$ cat src/rtl/memory_cycle.sv
// Memory stage of the RV32I pipeline: issues load/store on a req/ack bus,
// extracts and extends load data, and fills the M/W pipeline register.
module memory_cycle #(
    parameter int unsigned TIMEOUT = 16
) (
    input  logic        clk,
    input  logic        rst,
    input  logic        ValidM,
    input  logic        RegWriteM,
    input  logic        MemWriteM,
    input  logic        ResultSrcM,
    input  logic [2:0]  Funct3M,
    input  logic [4:0]  RdM,
    input  logic [31:0] PCPlus4M,
    input  logic [31:0] ALUResultM,
    input  logic [31:0] WriteDataM,
    output logic        dmem_req,
    output logic        dmem_we,
    output logic [31:0] dmem_addr,
    output logic [3:0]  dmem_be,
    output logic [31:0] dmem_wdata,
    input  logic        dmem_ack,
    input  logic [31:0] dmem_rdata,
    output logic        StallM,
    output logic        ValidW,
    output logic        RegWriteW,
    output logic        ResultSrcW,
    output logic [4:0]  RdW,
    output logic [31:0] PCPlus4W,
    output logic [31:0] ALUResultW,
    output logic [31:0] ReadDataW,
    output logic        MisalignW,
    output logic        BusErrW
);
    localparam int unsigned CW = (TIMEOUT > 2) ? $clog2(TIMEOUT) : 1;

    typedef enum logic {IDLE, BUSY} state_t;

    state_t         state;
    logic [CW-1:0]  cnt;
    logic [1:0]     off_q;
    logic [2:0]     f3_q;
    logic           ld_q;

    logic           memop;
    logic           bad;
    logic           timeout;
    logic [3:0]     be_c;
    logic [31:0]    wdata_c;
    logic [15:0]    lane;
    logic [31:0]    load_data;

    assign memop   = ValidM & (MemWriteM | ResultSrcM);
    assign timeout = (cnt == CW'(TIMEOUT - 1));
    assign StallM  = (state == IDLE) ? (memop & ~bad) : (~dmem_ack & ~timeout);

    // Size/alignment legality of the requested access
    always_comb begin
        bad = 1'b1;
        case (Funct3M)
            3'b000, 3'b100: bad = 1'b0;
            3'b001, 3'b101: bad = ALUResultM[0];
            3'b010:         bad = |ALUResultM[1:0];
            default:        bad = 1'b1;
        endcase
    end

    // Store lane steering; reads enable all lanes
    always_comb begin
        be_c    = 4'b1111;
        wdata_c = 32'h0;
        if (MemWriteM) begin
            case (Funct3M[1:0])
                2'b00: begin
                    be_c    = 4'b0001 << ALUResultM[1:0];
                    wdata_c = {4{WriteDataM[7:0]}};
                end
                2'b01: begin
                    be_c    = ALUResultM[1] ? 4'b1100 : 4'b0011;
                    wdata_c = {2{WriteDataM[15:0]}};
                end
                default: begin
                    be_c    = 4'b1111;
                    wdata_c = WriteDataM;
                end
            endcase
        end
    end

    // Load byte/half extraction with sign or zero extension
    always_comb begin
        lane      = 16'(dmem_rdata >> {off_q, 3'b000});
        load_data = dmem_rdata;
        case (f3_q)
            3'b000:  load_data = {{24{lane[7]}}, lane[7:0]};
            3'b001:  load_data = {{16{lane[15]}}, lane};
            3'b100:  load_data = {24'h0, lane[7:0]};
            3'b101:  load_data = {16'h0, lane};
            default: load_data = dmem_rdata;
        endcase
    end

    always_ff @(posedge clk) begin
        if (rst) begin
            state      <= IDLE;
            cnt        <= '0;
            off_q      <= 2'b00;
            f3_q       <= 3'b000;
            ld_q       <= 1'b0;
            dmem_req   <= 1'b0;
            dmem_we    <= 1'b0;
            dmem_addr  <= 32'h0;
            dmem_be    <= 4'h0;
            dmem_wdata <= 32'h0;
            ValidW     <= 1'b0;
            RegWriteW  <= 1'b0;
            ResultSrcW <= 1'b0;
            RdW        <= 5'h0;
            PCPlus4W   <= 32'h0;
            ALUResultW <= 32'h0;
            ReadDataW  <= 32'h0;
            MisalignW  <= 1'b0;
            BusErrW    <= 1'b0;
        end else begin
            MisalignW <= 1'b0;
            BusErrW   <= 1'b0;
            case (state)
                IDLE: begin
                    cnt <= '0;
                    if (memop && !bad) begin
                        dmem_req   <= 1'b1;
                        dmem_we    <= MemWriteM;
                        dmem_addr  <= {ALUResultM[31:2], 2'b00};
                        dmem_be    <= be_c;
                        dmem_wdata <= wdata_c;
                        off_q      <= ALUResultM[1:0];
                        f3_q       <= Funct3M;
                        ld_q       <= ResultSrcM;
                        ValidW     <= 1'b0;
                        RegWriteW  <= 1'b0;
                        ResultSrcW <= 1'b0;
                        ReadDataW  <= 32'h0;
                        state      <= BUSY;
                    end else begin
                        // Plain pass-through, or a retired misaligned access
                        ValidW     <= memop | ValidM;
                        RegWriteW  <= memop ? 1'b0 : RegWriteM;
                        ResultSrcW <= ResultSrcM;
                        RdW        <= RdM;
                        PCPlus4W   <= PCPlus4M;
                        ALUResultW <= ALUResultM;
                        ReadDataW  <= 32'h0;
                        MisalignW  <= memop;
                    end
                end
                BUSY: begin
                    if (dmem_ack || timeout) begin
                        // Ack wins over a coincident timeout
                        dmem_req   <= 1'b0;
                        ValidW     <= 1'b1;
                        RegWriteW  <= dmem_ack & RegWriteM;
                        ResultSrcW <= ResultSrcM;
                        RdW        <= RdM;
                        PCPlus4W   <= PCPlus4M;
                        ALUResultW <= ALUResultM;
                        ReadDataW  <= (dmem_ack && ld_q) ? load_data : 32'h0;
                        BusErrW    <= ~dmem_ack;
                        cnt        <= '0;
                        state      <= IDLE;
                    end else begin
                        cnt <= cnt + CW'(1);
                    end
                end
                default: state <= IDLE;
            endcase
        end
    end
endmodule

$ cat config.mk
export PLATFORM = sky130hd
export DESIGN_NAME = memory_cycle
export DESIGN_NICKNAME = d
export VERILOG_FILES = /design/src/rtl/memory_cycle.sv
export SDC_FILE = /design/constraint.sdc
export NUM_CORES = 1
export LEC_CHECK = 0
export CORE_UTILIZATION = 37
export CTS_BUF_LIST = sky130_fd_sc_hd__clkbuf_16
export DETAILED_ROUTE_END_ITERATION = 10
export GPL_TIMING_DRIVEN = 0
export PLACE_DENSITY = 0.74
export SYNTH_ARGS = -nofsm -noshare
export SYNTH_HDL_FRONTEND = slang
export SYNTH_SLANG_ARGS = --single-unit
export TNS_END_PERCENT = 5
$ cat constraint.sdc
create_clock -name clk -period 1.63 [get_ports clk]
set_input_delay 0.2445 -clock clk [delete_from_list [all_inputs] [get_ports clk]]
set_output_delay 0.2445 -clock clk [all_outputs]
set_load 0.01 [all_outputs]
Word level (Yosys, flattened, before mapping)
Index checks and enable logic that the tools add are counted.

Eq/ne operators: 12. Add/sub/neg operators: 1. Shifts and indexed selects: 2. $lt $le $gt $ge: 0. Div/mod/pow operators: 0. Reductions and logical operators: 15. $mul: 0. Multiplexer cells: 38. Bitwise logic cells: 11.

Operators by type and width (number): one-hot mux 32 bit (2 select lines) (4); two-way mux 32 bit (7); one-hot mux 32 bit (4 select lines) (1); right shift 32 x 5 -> 16 bit (1); one-hot mux 4 bit (2 select lines) (2); == test 3 bit, second input constant (4); two-way mux 1 bit (12); two-way mux 4 bit (3); two-way mux 5 bit (2); one-hot mux 1 bit (2 select lines) (5); one-hot mux 5 bit (2 select lines) (1); == test 3 x 1 -> 1 bit, second input constant (2); logical NOT 3 bit (2); AND reduction 2 bit (3); OR reduction 2 bit (3); OR reduction 3 bit (2); inverter 1 bit (5); adder 4 x 1 -> 4 bit, second input constant (1); AND 1 bit (4); == test 4 bit, second input constant (1); != test 2 x 1 -> 1 bit, second input constant (2); left shift 1 x 2 -> 4 bit, first input constant (1); == test 3 x 2 -> 1 bit, second input constant (1); one-hot mux 1 bit (3 select lines) (1); 7 further kinds (9).

Latch bits: 0. Memories kept: 0. Output and inout port bits: 177. Memory bits (writable): 0. Input bits: 143. ROM bits: 0. Logic and storage cells: 98. Bits in registers: 185.

Longest topological paths before layout
Gate-level depths: netlist (run 1).

Depth after elaboration: 7. Depth in mapped cells: 7. Gate-level depth less buffers: 5.

Worst setup path after synthesis (run 1)
Ideal clock, no wire load.

Kind: register -> register. From: reg cnt[0]. To: reg ReadDataW[21]. Stages on the path, launching flop included: 6. Setup slack: -126 ps. Data arrival time: 1699 ps. Setup time: 58 ps. Buffers on the path: 1. Path through: dfxtp_1 -> ha_1 -> and3_1 -> nor3_1 -> clkbuf_1 -> a221o_2.

Word-level cells in the longest chain between the ends: 3.

RTL lines: from (decl) (RTL line 40) `logic [CW-1:0] cnt;`; from (signal assigned) (RTL line 171) `cnt <= cnt + CW'(1);`; == test 4 bit (RTL line 54) `assign timeout = (cnt == CW'(TIMEOUT - 1));`; logical OR 1 bit (RTL line 157) `if (dmem_ack || timeout) begin`; != test 2 x 1 -> 1 bit (no line); to (signal assigned) (RTL line 166) `ReadDataW <= (dmem_ack && ld_q) ? load_data : 32'h0;`; to (decl) (RTL line 31) `output logic [31:0] ReadDataW,`.

Every way passes these cells. A chain may end at the register's enable or synchronous reset.

Worst setup path in the final report (run 1)
From: reg cnt[0]. To: out StallM.

Word-level cells in the longest chain between the ends: 4.

RTL lines: == test 4 bit (RTL line 54); inverter 1 bit (RTL line 55) `assign StallM = (state == IDLE) ? (memop & ~bad) : (~dmem_ack & ~timeout);`; AND 1 bit (RTL line 55); two-way mux 1 bit (RTL line 55); to (decl) (RTL line 24) `output logic StallM,`.

Every way passes these cells.

==> out/results.ini, run 1 <==
[placed_design]
portBuffers=313
gp_congestion=0.8727
place.detailed.hpwl_um=19550

[power]
power.share.combinational_pct=16.5
powerDensity_nw_per_um2=906.9
p_sw_mw=2.929
switching_share_pct=27.24
p_int_mw=7.821
pwr-share-clk_pct=38.7
p_leak_nw=4.580
power_mw=10.75
power_frac_seq_pct=44.9
peakVddDrop_v=0.0006807

[detailed_routing]
ant_nets=0
wl_met2_um=12870
met1_length_um=11420
via_count=7693
wl_per_cell_um=18.15
drt_wl_total_um=26810
post_drt_via_cell_ratio=5.209
drc=0
top_layer=met4
drt_iter0_drc=393
first_pass_iters=5
wl_met3_um=2056

[global_route]
grt_max_degree=19
antenna_found_initial=1
overflow=0
grt.total_usage_pct=25.25
grt_pass1_wl_um=39670
grt_pass1_vias=7181

[sta]
fin_crit_sh_pct=112.1
setup-violations-final=29
finClkSkew_ns=0.01161
rsz0062_at_grt=true
hold_violations=0
max_freq_mhz=547.3
post-route-min-period_ns=1.827
finalMaxSlewViolations=0
postLayoutSetupSlackWorst_ns=-0.1972
worst_slew_margin_rel_pct=37.01
worst_slew_pin_slew_ns=0.9414

[clocking]
h-tree-depth=4
clk_pin_slew_ns=0.07
cts-root-buf=clkbuf_16
cts_made_buffers=17
clock_latency_ns=0.44
cts_sinks=185
cts_buffer_depth=2
cts_tree=yes

[setup_path]
critPathMaxStageDelay_ns=0.36
critPathLaunchType=flop
cp.required_ns=1.39
arrival_ns=1.58
endpoint_kind=output port
critical-path-slowest-cell=dfxtp_2
crit_top_cell=nor2_4
critPathBufInv=3
crit_family=flip-flops
cp_cell_sequence=ha_4 -> and3_4 -> nor2_4 -> buf_8 -> nor2_4 -> inv_1 -> buf_2
crit_type=flop to output port
crit_fanout=3

[synthesis]
syn_area_per_cell_um2=8.730
syn_area_um2=7395
synthDistinctLibCells=44
synth_top_flop_cell=dfxtp_1
syn_inst=847
synth_seq_cells=185
async_flop_share_pct=0
seq_area_frac_synth_pct=50.08
yosys_warnings=0
synth_edf_count=0

[die]
rows=51
core_region_area_um2=19530
die-area_um2=20560
io_pins=320
fp.dieW_um=143.4
die_height_um=143.4
start_util_pct=37.87

[final_layout]
drive_gt1_share_pct=11.81
layout_common_cells=clkdlybuf4s50_1 (301), dfxtp_1 (181), a21oi_1 (117)
layout_commonest_cell=clkdlybuf4s50_1
final_util_pct=60.70
syn_to_final_growth_pct=60.29
fin_nets=1342

[status]
violations=setup timing
outcome=complete, but fails checks

[hold_path]
hold_class=input port to flop

[flow_run]
drv_cap=0

worst min-delay path, cell delays in order:
cell and delay [ns]:
clkbuf_2 0.15, nand2_1 0.09, a21oi_1 0.05
cell type report:
class                   count  area [µm²]
fillers                  1741        7674
flip-flops and latches    185        3711
clock buffers              17       425.4
well taps                 265       331.6
diodes                      1       2.502
multi-input cells         567        3430
plain buffers              80       460.4
clock inverters            15       153.9
inverters                  16       60.06
repair buffers            331        3278
per-layer routing:
layer / vias to the layer above / global-route usage [%]
met1: 3623 / 32.47
met5: - / 0
li1: 3746 / -
met3: 28 / 6.598
met4: 0 / 8.287
met2: 296 / 41.03
synthesized netlist by cell type, drive strengths merged (8+ instances only):
cell type	count	area, µm²
buf	22	125.1
o21ai	112	560.5
mux2i	37	370.4
inv	16	60.06
a21oi	118	590.6
clkbuf	58	217.7
nor2	16	60.06
o2bb2ai	23	201.4
nand3	74	370.4
a221o	16	167.7
a311oi	8	70.07
nand2	98	367.9
a22o	18	157.7
dfxtp	185	3704
power by group through the flow:
stage | Combinational, mW | Clock (mW) | Sequential [mW]
6_report | 1.77 | 4.16 | 4.82
5_1_grt | 1.90 | 4.38 | 4.85
4_1_cts | 1.73 | 4.22 | 4.82
3_5_place_dp | 1.69 | 0 | 4.92
3_3_place_gp | 1.68 | 0 | 4.92
2_1_floorplan | 0.595 | 0 | 5.01
path summary, 6_finish.rpt:
| kind | from | end | slack [ns] | cells past startpoint |
|---|---|---|---|---|
| max | cnt[0] | StallM | -0.20 | 7 |
| min | ALUResultM[1] | off_q[1] | 0.16 | 3 |
| min reg2reg | dmem_addr[24] | dmem_addr[24] | 0.45 | 2 |
| max reg2reg | off_q[0] | ReadDataW[31] | -0.13 | 6 |
through the flow:
stage,setup WS [ns],std cells,hold slack (ns),setup TNS [ns],area [µm²]
final,-0.1972,1477,0.1598,-2.613,11850
after CTS,-0.2536,1467,0.2077,-7.077,11650
after detailed placement,-1.592,1426,0.4451,-156.89,10870
after floorplan,-0.04239,848,0.3772,-0.3579,7407
after global placement,-1.604,1426,0.4371,-152.84,10870
after global routing,-0.2514,1477,0.1828,-5.121,11850
what timing repair did:
| action | in CTS | in global routing |
|---|---|---|
| setup buffers | 9 | 8 |
| pin swaps | 5 | 6 |
| hold buffers | 0 | 0 |
| gates resized for setup | 66 | 67 |
| setup endpoints to repair | 186 | 178 |
| cloned | 0 | 1 |
registers in the layout, indices dropped and copies added, names as in the netlist, 2 cells and up:
register    cells
ALUResultW     32
PCPlus4W       32
ReadDataW      32
dmem_wdata     32
dmem_addr      30
RdW             5
cnt             4
dmem_be         4
f3_q            3
off_q           2
cell families (layout without fill, tap and decap cells):
kind of cell / Yosys count / count (layout) / synth area share (%)
and+or+nand+nor: 214 / 214 / 13.35
AOI/OAI and AO/OA: 309 / 309 / 25.19
adders and majority gates: 1 / 1 / 0.1692
xor gates and xnor gates: 2 / 2 / 0.2369
buffers and inverters: 96 / 459 / 5.448
other: 1 / 3 / 0.05071
muxes: 39 / 39 / 5.465
DFF: 185 / 185 / 50.08
Power figures use the tool's default switching activity.
==> inputs of run 2 (changes only) <==
--- a/config.mk
+++ b/config.mk
@@ -5,6 +5,7 @@
 export SDC_FILE = /design/constraint.sdc
 export NUM_CORES = 1
 export LEC_CHECK = 0
+export CAP_MARGIN = 15
 export CORE_UTILIZATION = 37
 export CTS_BUF_LIST = sky130_fd_sc_hd__clkbuf_16
 export DETAILED_ROUTE_END_ITERATION = 10
==> results of run 2 <==
Final layout, timing and power as in run 1 (identical DEF).
